## config.mk

```make
export PLATFORM = sky130hd
export DESIGN_NAME = cplx_result_collector
export DESIGN_NICKNAME = d
export VERILOG_FILES = /design/src/rtl/cplx_result_collector.sv
export SDC_FILE = /design/constraint.sdc
export NUM_CORES = 1
export LEC_CHECK = 0
export CAP_MARGIN = 40
export CORE_ASPECT_RATIO = 0.8
export CORE_MARGIN = 10
export CORE_UTILIZATION = 49
export CTS_CLUSTER_DIAMETER = 50
export DETAILED_ROUTE_END_ITERATION = 7
export HOLD_SLACK_MARGIN = 0.06
export PLACE_DENSITY = 0.77
export SETUP_SLACK_MARGIN = 0.3
export SLEW_MARGIN = 20
export SYNTH_ARGS = -nofsm -noshare
export SYNTH_HDL_FRONTEND = slang
export SYNTH_SLANG_ARGS = --single-unit
```

## constraint.sdc

```tcl
create_clock -name clk -period 4.4 [get_ports clk]
set_clock_uncertainty 0.2 [all_clocks]
set_input_delay 0.66 -clock clk [delete_from_list [all_inputs] [get_ports clk]]
set_output_delay 0.66 -clock clk [all_outputs]
set_load 0.005 [all_outputs]
```

## src/rtl/cplx_result_collector.sv

```systemverilog
// rtl/cplx_result_collector.sv - round/shift/saturate complex products into a small FIFO.
// afull is the only throttle on the upstream multiplier, which has no ready input.
module cplx_result_collector #(
  parameter int IN_W      = 48,
  parameter int OUT_W     = 18,
  parameter int SHIFT     = 17,
  parameter int DEPTH     = 4,
  parameter int AFULL_LVL = 2
) (
  input  logic                    clk,
  input  logic                    rst,
  input  logic                    i_u1_valid,
  input  logic signed [IN_W-1:0]  i_s48_R,
  input  logic signed [IN_W-1:0]  i_s48_I,
  output logic                    o_u1_afull,
  output logic                    o_u1_valid,
  input  logic                    i_u1_ready,
  output logic signed [OUT_W-1:0] o_s18_R,
  output logic signed [OUT_W-1:0] o_s18_I,
  output logic                    o_u1_sat,
  output logic                    o_u1_ovf,
  input  logic                    i_u1_clr
);

  localparam int AW = $clog2(DEPTH);
  localparam logic signed [IN_W:0] ONE  = 1;
  localparam logic signed [IN_W:0] HALF = (ONE <<< SHIFT) >>> 1;
  localparam logic signed [IN_W:0] MAXV = (ONE <<< (OUT_W - 1)) - ONE;
  localparam logic signed [IN_W:0] MINV = -(ONE <<< (OUT_W - 1));

  // Returns {clipped, sample}; one extra bit of headroom keeps the rounding add exact.
  function automatic logic [OUT_W:0] rnd_sat(input logic signed [IN_W-1:0] x);
    logic signed [IN_W:0] t;
    t = {x[IN_W-1], x};
    t = (t + HALF) >>> SHIFT;
    if (t > MAXV) return {1'b1, MAXV[OUT_W-1:0]};
    if (t < MINV) return {1'b1, MINV[OUT_W-1:0]};
    return {1'b0, t[OUT_W-1:0]};
  endfunction

  logic [OUT_W:0]       rs_r, rs_i;
  logic                 q_valid, q_clip;
  logic [OUT_W-1:0]     q_r, q_i;
  logic [2*OUT_W-1:0]   mem [DEPTH];
  logic [AW:0]          wr_ptr, rd_ptr, wr_nxt, rd_nxt, occ_nxt;
  logic [2*OUT_W-1:0]   head;
  logic                 full, empty, pop, push_ok, drop;

  always_comb begin
    rs_r = rnd_sat(i_s48_R);
    rs_i = rnd_sat(i_s48_I);
  end

  assign empty   = (wr_ptr == rd_ptr);
  assign full    = (wr_ptr[AW] != rd_ptr[AW]) && (wr_ptr[AW-1:0] == rd_ptr[AW-1:0]);
  assign pop     = !empty && i_u1_ready;
  // A pop in the same cycle frees the slot, so a full FIFO still accepts the push.
  assign push_ok = q_valid && (!full || pop);
  assign drop    = q_valid && full && !pop;
  assign wr_nxt  = wr_ptr + (AW+1)'(push_ok);
  assign rd_nxt  = rd_ptr + (AW+1)'(pop);
  assign occ_nxt = wr_nxt - rd_nxt;

  assign head       = mem[rd_ptr[AW-1:0]];
  assign o_u1_valid = !empty;
  assign o_s18_R    = empty ? '0 : head[2*OUT_W-1:OUT_W];
  assign o_s18_I    = empty ? '0 : head[OUT_W-1:0];

  always_ff @(posedge clk or posedge rst) begin
    if (rst) begin
      q_valid    <= 1'b0;
      q_clip     <= 1'b0;
      q_r        <= '0;
      q_i        <= '0;
      wr_ptr     <= '0;
      rd_ptr     <= '0;
      o_u1_afull <= 1'b0;
      o_u1_sat   <= 1'b0;
      o_u1_ovf   <= 1'b0;
    end else begin
      q_valid    <= i_u1_valid;
      q_clip     <= rs_r[OUT_W] | rs_i[OUT_W];
      q_r        <= rs_r[OUT_W-1:0];
      q_i        <= rs_i[OUT_W-1:0];
      wr_ptr     <= wr_nxt;
      rd_ptr     <= rd_nxt;
      o_u1_afull <= (occ_nxt >= (AW+1)'(DEPTH - AFULL_LVL));
      // A new event in the same cycle as clear keeps the flag set.
      o_u1_sat   <= (q_valid && q_clip) || (o_u1_sat && !i_u1_clr);
      o_u1_ovf   <= drop || (o_u1_ovf && !i_u1_clr);
    end
  end

  always_ff @(posedge clk) begin
    if (push_ok) mem[wr_ptr[AW-1:0]] <= {q_r, q_i};
  end

endmodule

```

Yosys cells after proc, flatten, opt, wreduce, memory -nomap -nowiden
Memories as Yosys holds them, arrays and structs flattened.
Index checks and enable logic that the tools add are counted.
- $add $sub $neg: 5
- $lt $le $gt $ge: 5
- equality and inequality tests: 3
- muxes and demuxes: 18
- bitwise gates (word level): 1
- reduce and logical (&&, ||, !) cells: 15
- operator list (kind ; number):
    $mux 19 ; 8
    $add 48x18->49 const B ; 2
    $gt 32x18->1 const B ; 2
    $lt 32x18->1 const B ; 2
    $mux 18 ; 2
    $logic_and 1x1->1 ; 8
    $mux 1 ; 8
    $add 3x1->3 ; 2
    $logic_not 1->1 ; 4
    $eq 3x3->1 ; 1
    $ge 3x2->1 const B ; 1
    $logic_or 1x1->1 ; 3
    $sub 3x3->3 ; 1
    $eq 2x2->1 ; 1
    $ne 1x1->1 ; 1
    $or 1x1->1 ; 1
- register bits after elaboration: 47
- RAM bits: 144
- input port bits: 101
- output and inout port bits: 40
- logic and storage cells: 57
- memories kept: 1
- memories (memory ; words ; bits a word ; rd ports ; clocked after memory_dff ; wr ports ; line ; text):
    mem ; 4 ; 36 ; 1 ; 0 ; 1 ; 44 ; logic [2*OUT_W-1:0] mem [DEPTH];

Logic depth before layout (Yosys ltp)
- depth in word-level cells: 8
- mapped depth: 13
- mapped depth without buffers: 12

Worst setup path after synthesis
Ideal clock, no wire load.
- path kind: register to register
- start: register rd_ptr[0]
- end: memory mem[0][0] in the netlist's numbering, enable pin
- library setup time: 0.481 ns
- data arrival time: 3.942 ns
- required time: 3.719 ns
- slack: -0.223 ns
- stages on the path, launching flop included: 7
- period minus slack after synthesis: 4.623 ns
- cell sequence: dfrtp_1 -> clkbuf_1 -> xnor2_1 -> nand2_1 -> nor3_1 -> nor2b_1 -> nor3b_1
- longest elaborated chain between the ends: 7
- elaborated cells on any way between the ends: 10
- classes of those cells: 2 x eq/ne; 2 x mux; 6 x reduce/logical
- ends and longest elaborated chain (what ; line ; text):
    start: declaration ; 45 ; logic [AW:0] wr_ptr, rd_ptr, wr_nxt, rd_nxt, occ_nxt;
    start signal: assignment ; 86 ; rd_ptr <= rd_nxt;
    $eq 3x3->1 or $eq 2x2->1 (tied branches) ; 54, 55 ;
    $logic_not 1->1 or $logic_and 1x1->1 (tied branches) ; 56, 55 ;
    $logic_and 1x1->1 or $logic_not 1->1 (tied branches) ; 56, 58 ;
    $logic_or 1x1->1 (*) ; 58 ; assign push_ok = q_valid && (!full || pop);
    $logic_and 1x1->1 (*) ; 58 ;
    $mux 1 (*) ; 95 ; if (push_ok) mem[wr_ptr[AW-1:0]] <= {q_r, q_i};
    $mux 1 (not written as such) (*) ; 95 ;
    end: declaration ; 44 ;
Every way passes the cells marked *; elsewhere a longest branch is shown, timed or not.

Final worst setup path
- start: input i_s48_R[29]
- end: register q_r[1]
- longest elaborated chain between the ends: 6
- elaborated cells on any way between the ends: 9
- classes of those cells: 1 x add/sub; 2 x order compare; 6 x mux
- ends and longest elaborated chain (what ; line ; text):
    start: declaration ; 13 ; input logic signed [IN_W-1:0] i_s48_R,
    $add 48x18->49 (*) ; 35 ; t = (t + HALF) >>> SHIFT;
    $lt 32x18->1 ; 37 ; if (t < MINV) return {1'b1, MINV[OUT_W-1:0]};
    $mux 1 (2 in a row) ; 37 ;
    $mux 19 ; 38 ; return {1'b0, t[OUT_W-1:0]};
    $mux 19 (*) ; 37 ;
    named net rs_r[1] ; 41 ; logic [OUT_W:0] rs_r, rs_i;
    end signal: assignment ; 83 ; q_r <= rs_r[OUT_W-1:0];
    end: declaration ; 43 ; logic [OUT_W-1:0] q_r, q_i;
The timed path passes the listed nets; every way through them passes the cells marked *. The select of a mux whose other input is x is not followed.

==> flow_summary.toml <==
[pwr]
power_frac_clock_pct = 24.4
leakagePower_nw = 3.57
seqPwrFrac_pct = 38.4
power.density_nw_per_um2 = 578
p_switching_mw = 1.82
switching_share_pct = 29.0
p_comb_share_pct = 37.2
internal-power_mw = 4.45
ir_drop_mv = 0.404

[route]
ant_nets = 0
wire_per_inst_um = 20.4
drt_wl_total_um = 19700
drtIter0Drc = 489
dr.max_layer_used = "met4"
vias_per_cell = 5.84
routedLengthMet1_um = 8130
drcViolationCount = 0
route.met3.wl_um = 1190
drt_pre_antenna_iters = 5
wl_met2_um = 10100
num_vias = 5656

[floorplanning]
core-area_sq_um = 17500
die_area_sq_um = 23800
io_pins = 141
fp.dieH_um = 140
die_w_um = 170
rows = 43
start_util_pct = 50.3

[setup_path]
critical_path_arrival_ns = 3.75
reg2reg_slack_ns = 1.44
r2r-start = "wr_ptr[0]"
crit_type = "primary input to flip-flop"
r2r_cells = 12
crit_fanout = 18
cp-end-kind = "flip-flop"
crit_required_ns = 4.47
cp-start-kind = "primary input"
r2r_end = "o_u1_afull"

[sta]
timing.final.crit_share_pct = 83.7
max-slew-margin-rel_pct = 50.6
timing.final.ws_setup_ns = 0.718
fin_hold_ws_ns = 0.279
max_freq_mhz = 272
final_max_slew_viol_count = 0
min_period_ns = 3.68
rsz0062_at_grt = "no"
worst_pin_slew_ns = 0.741
final-setup-viol-count = 0
setup_tns_ns = 0
hold_violations = 0

[layout]
final_common_cell = "edfxtp_1"
drive_gt1_share_pct = 14.7
antenna-diode-count = 0
mostFrequentLayoutCells = "edfxtp_1, clkdlybuf4s50_1, dfrtp_1"
finalNetCount = 839
area_growth_pct = 23.1

[cts]
cts_tree = "built"
clk_latency_ns = 0.43
clk_pin_slew_worst_paths_ns = 0.07
clockBufferDepth = 2
cts.sink_count = 191
ctsRootBufferMaster = "clkbuf_16"
postCtsSetupRepairBufs = 0
htreeDepth = 4
ctsHoldBuffers = 0
cts_buffers = 17
ctsResizeCount = 0

[global_route]
grt-ovfl-total = 0
antenna_found_initial = 0
grt_pass1_vias = 5829
track_usage_pct = 16.8
grt_max_degree = 38
grt_pass1_wl_um = 31400

[yosys]
synthTopCellsByArea = "edfxtp_1, dfrtp_1, mux4_2, nor2b_1, xnor2_1"
async_flop_share_pct = 24.6
synth_largest_area_cell = "edfxtp_1"
ys_types = 65
syn_inst = 611
synth-seq-cells = 191
ys.flop_type = "edfxtp_1"
synth_top_area_share_pct = 49.1
synthesis.area_sq_um = 8800
syn_area_per_cell_sq_um = 14.4
ys_warn_count = 0
synth_edf_count = 144
synthesis.nets = 720
synth.yosys.seq_area_share_pct = 62.5

[place]
port_buffers = 108
pre_cts_ws_ns = 0.287
dp_hpwl_um = 13300
globalplace.congestion = 0.966

[hold_path]
hold_class = "flip-flop to flip-flop"
hold_depth = 2
min_from = "q_clip"
holdPathEnd = "o_u1_sat"

[job]
maxCapViolations = 0

[outcome]
status = "finished clean"
-- cell type report --
type / count / area (sq um)
sequential: 191 / 5500
multi-input combinational: 381 / 3160
clock inverter: 13 / 149
timing repair buffer: 123 / 1250
inverter: 16 / 60.1
clock buffer: 19 / 443
tap: 225 / 282
fill: 1245 / 6650
-- worst max-delay path, stage by stage --
cell and delay [ns]:
clkdlybuf4s50_1 0.57, nand4_2 0.22, or4_1 0.72, nor4_1 0.39
nor3_1 0.11, nor4b_1 0.30, o211a_2 0.56, o21ai_0 0.21
-- power groups by stage --
stage	Clock (mW)	Combinational (mW)	Sequential, mW
after floorplan	0	1.20	2.40
after global placement	0	2.32	2.41
after detailed placement	0	2.38	2.44
after CTS	1.55	2.40	2.41
after global routing	1.63	2.54	2.43
final	1.53	2.33	2.40
-- routing by layer --
layer / vias up / global-route usage (%)
li1: 2614 / -
met1: 2815 / 21.2
met2: 203 / 27.7
met3: 24 / 4.32
met4: 0 / 5.58
met5: - / 0
-- flip-flops by register name, summed over array words and instances (netlist names) --
signal      cells
rd_ptr          3
q_valid         1
q_clip          1
mem           144
o_u1_ovf        1
wr_ptr          3
q_r            18
o_u1_afull      1
q_i            18
o_u1_sat        1
-- how the worst max path moves through the flow --
| stage | endpoint | slack [ns] | start |
|---|---|---|---|
| final | q_r[1] | 0.72 | i_s48_R[29] |
| after floorplan | mem[1][0] | 0.95 | rd_ptr[0] |
| after detailed placement | q_r[3] | 0.29 | i_s48_R[17] |
| after global placement | q_clip | 0.45 | i_s48_R[29] |
| after CTS | q_r[1] | 0.73 | i_s48_R[17] |
| after global routing | q_r[1] | 0.52 | i_s48_R[17] |
-- Yosys cell counts, types with 3 or more instances --
library cell	instances
o21ai_2	10
nand4_1	22
nor4_1	6
nand2_1	28
edfxtp_1	144
clkbuf_1	13
nand2b_1	7
nor3_1	8
o21ai_0	27
a31oi_1	6
nor2_1	25
xor2_1	22
buf_1	3
and2_1	4
ha_1	7
buf_2	4
or3_1	4
nand3_1	25
and3_1	14
or4_1	3
inv_1	15
xnor2_1	26
nand4_2	3
mux4_2	36
nor2b_1	40
and4_1	5
dfrtp_1	47
nor4b_1	3
a21oi_1	8
-- per-stage QoR --
step | cell area [sq um] | utilization (%) | cells | total power, mW
6_report | 10800 | 62.0 | 968 | 6.27
3_3_place_gp | 10200 | 58.2 | 933 | 4.73
5_1_grt | 10800 | 62.0 | 968 | 6.59
2_1_floorplan | 8810 | - | 611 | 3.60
4_1_cts | 10800 | 62.0 | 968 | 6.36
3_5_place_dp | 10200 | 58.6 | 936 | 4.82
-- logic make-up after synthesis --
logic type      after synthesis  share of synthesized area, %
simple gates                207                          13.7
flops                       191                          62.5
compound gates               80                          6.48
xor+xnor                     48                          4.78
buf+inv                      39                          1.90
mux                          38                          9.45
fa+ha+maj                     8                          1.22
Note: power is estimated with default switching activity, not from simulation.
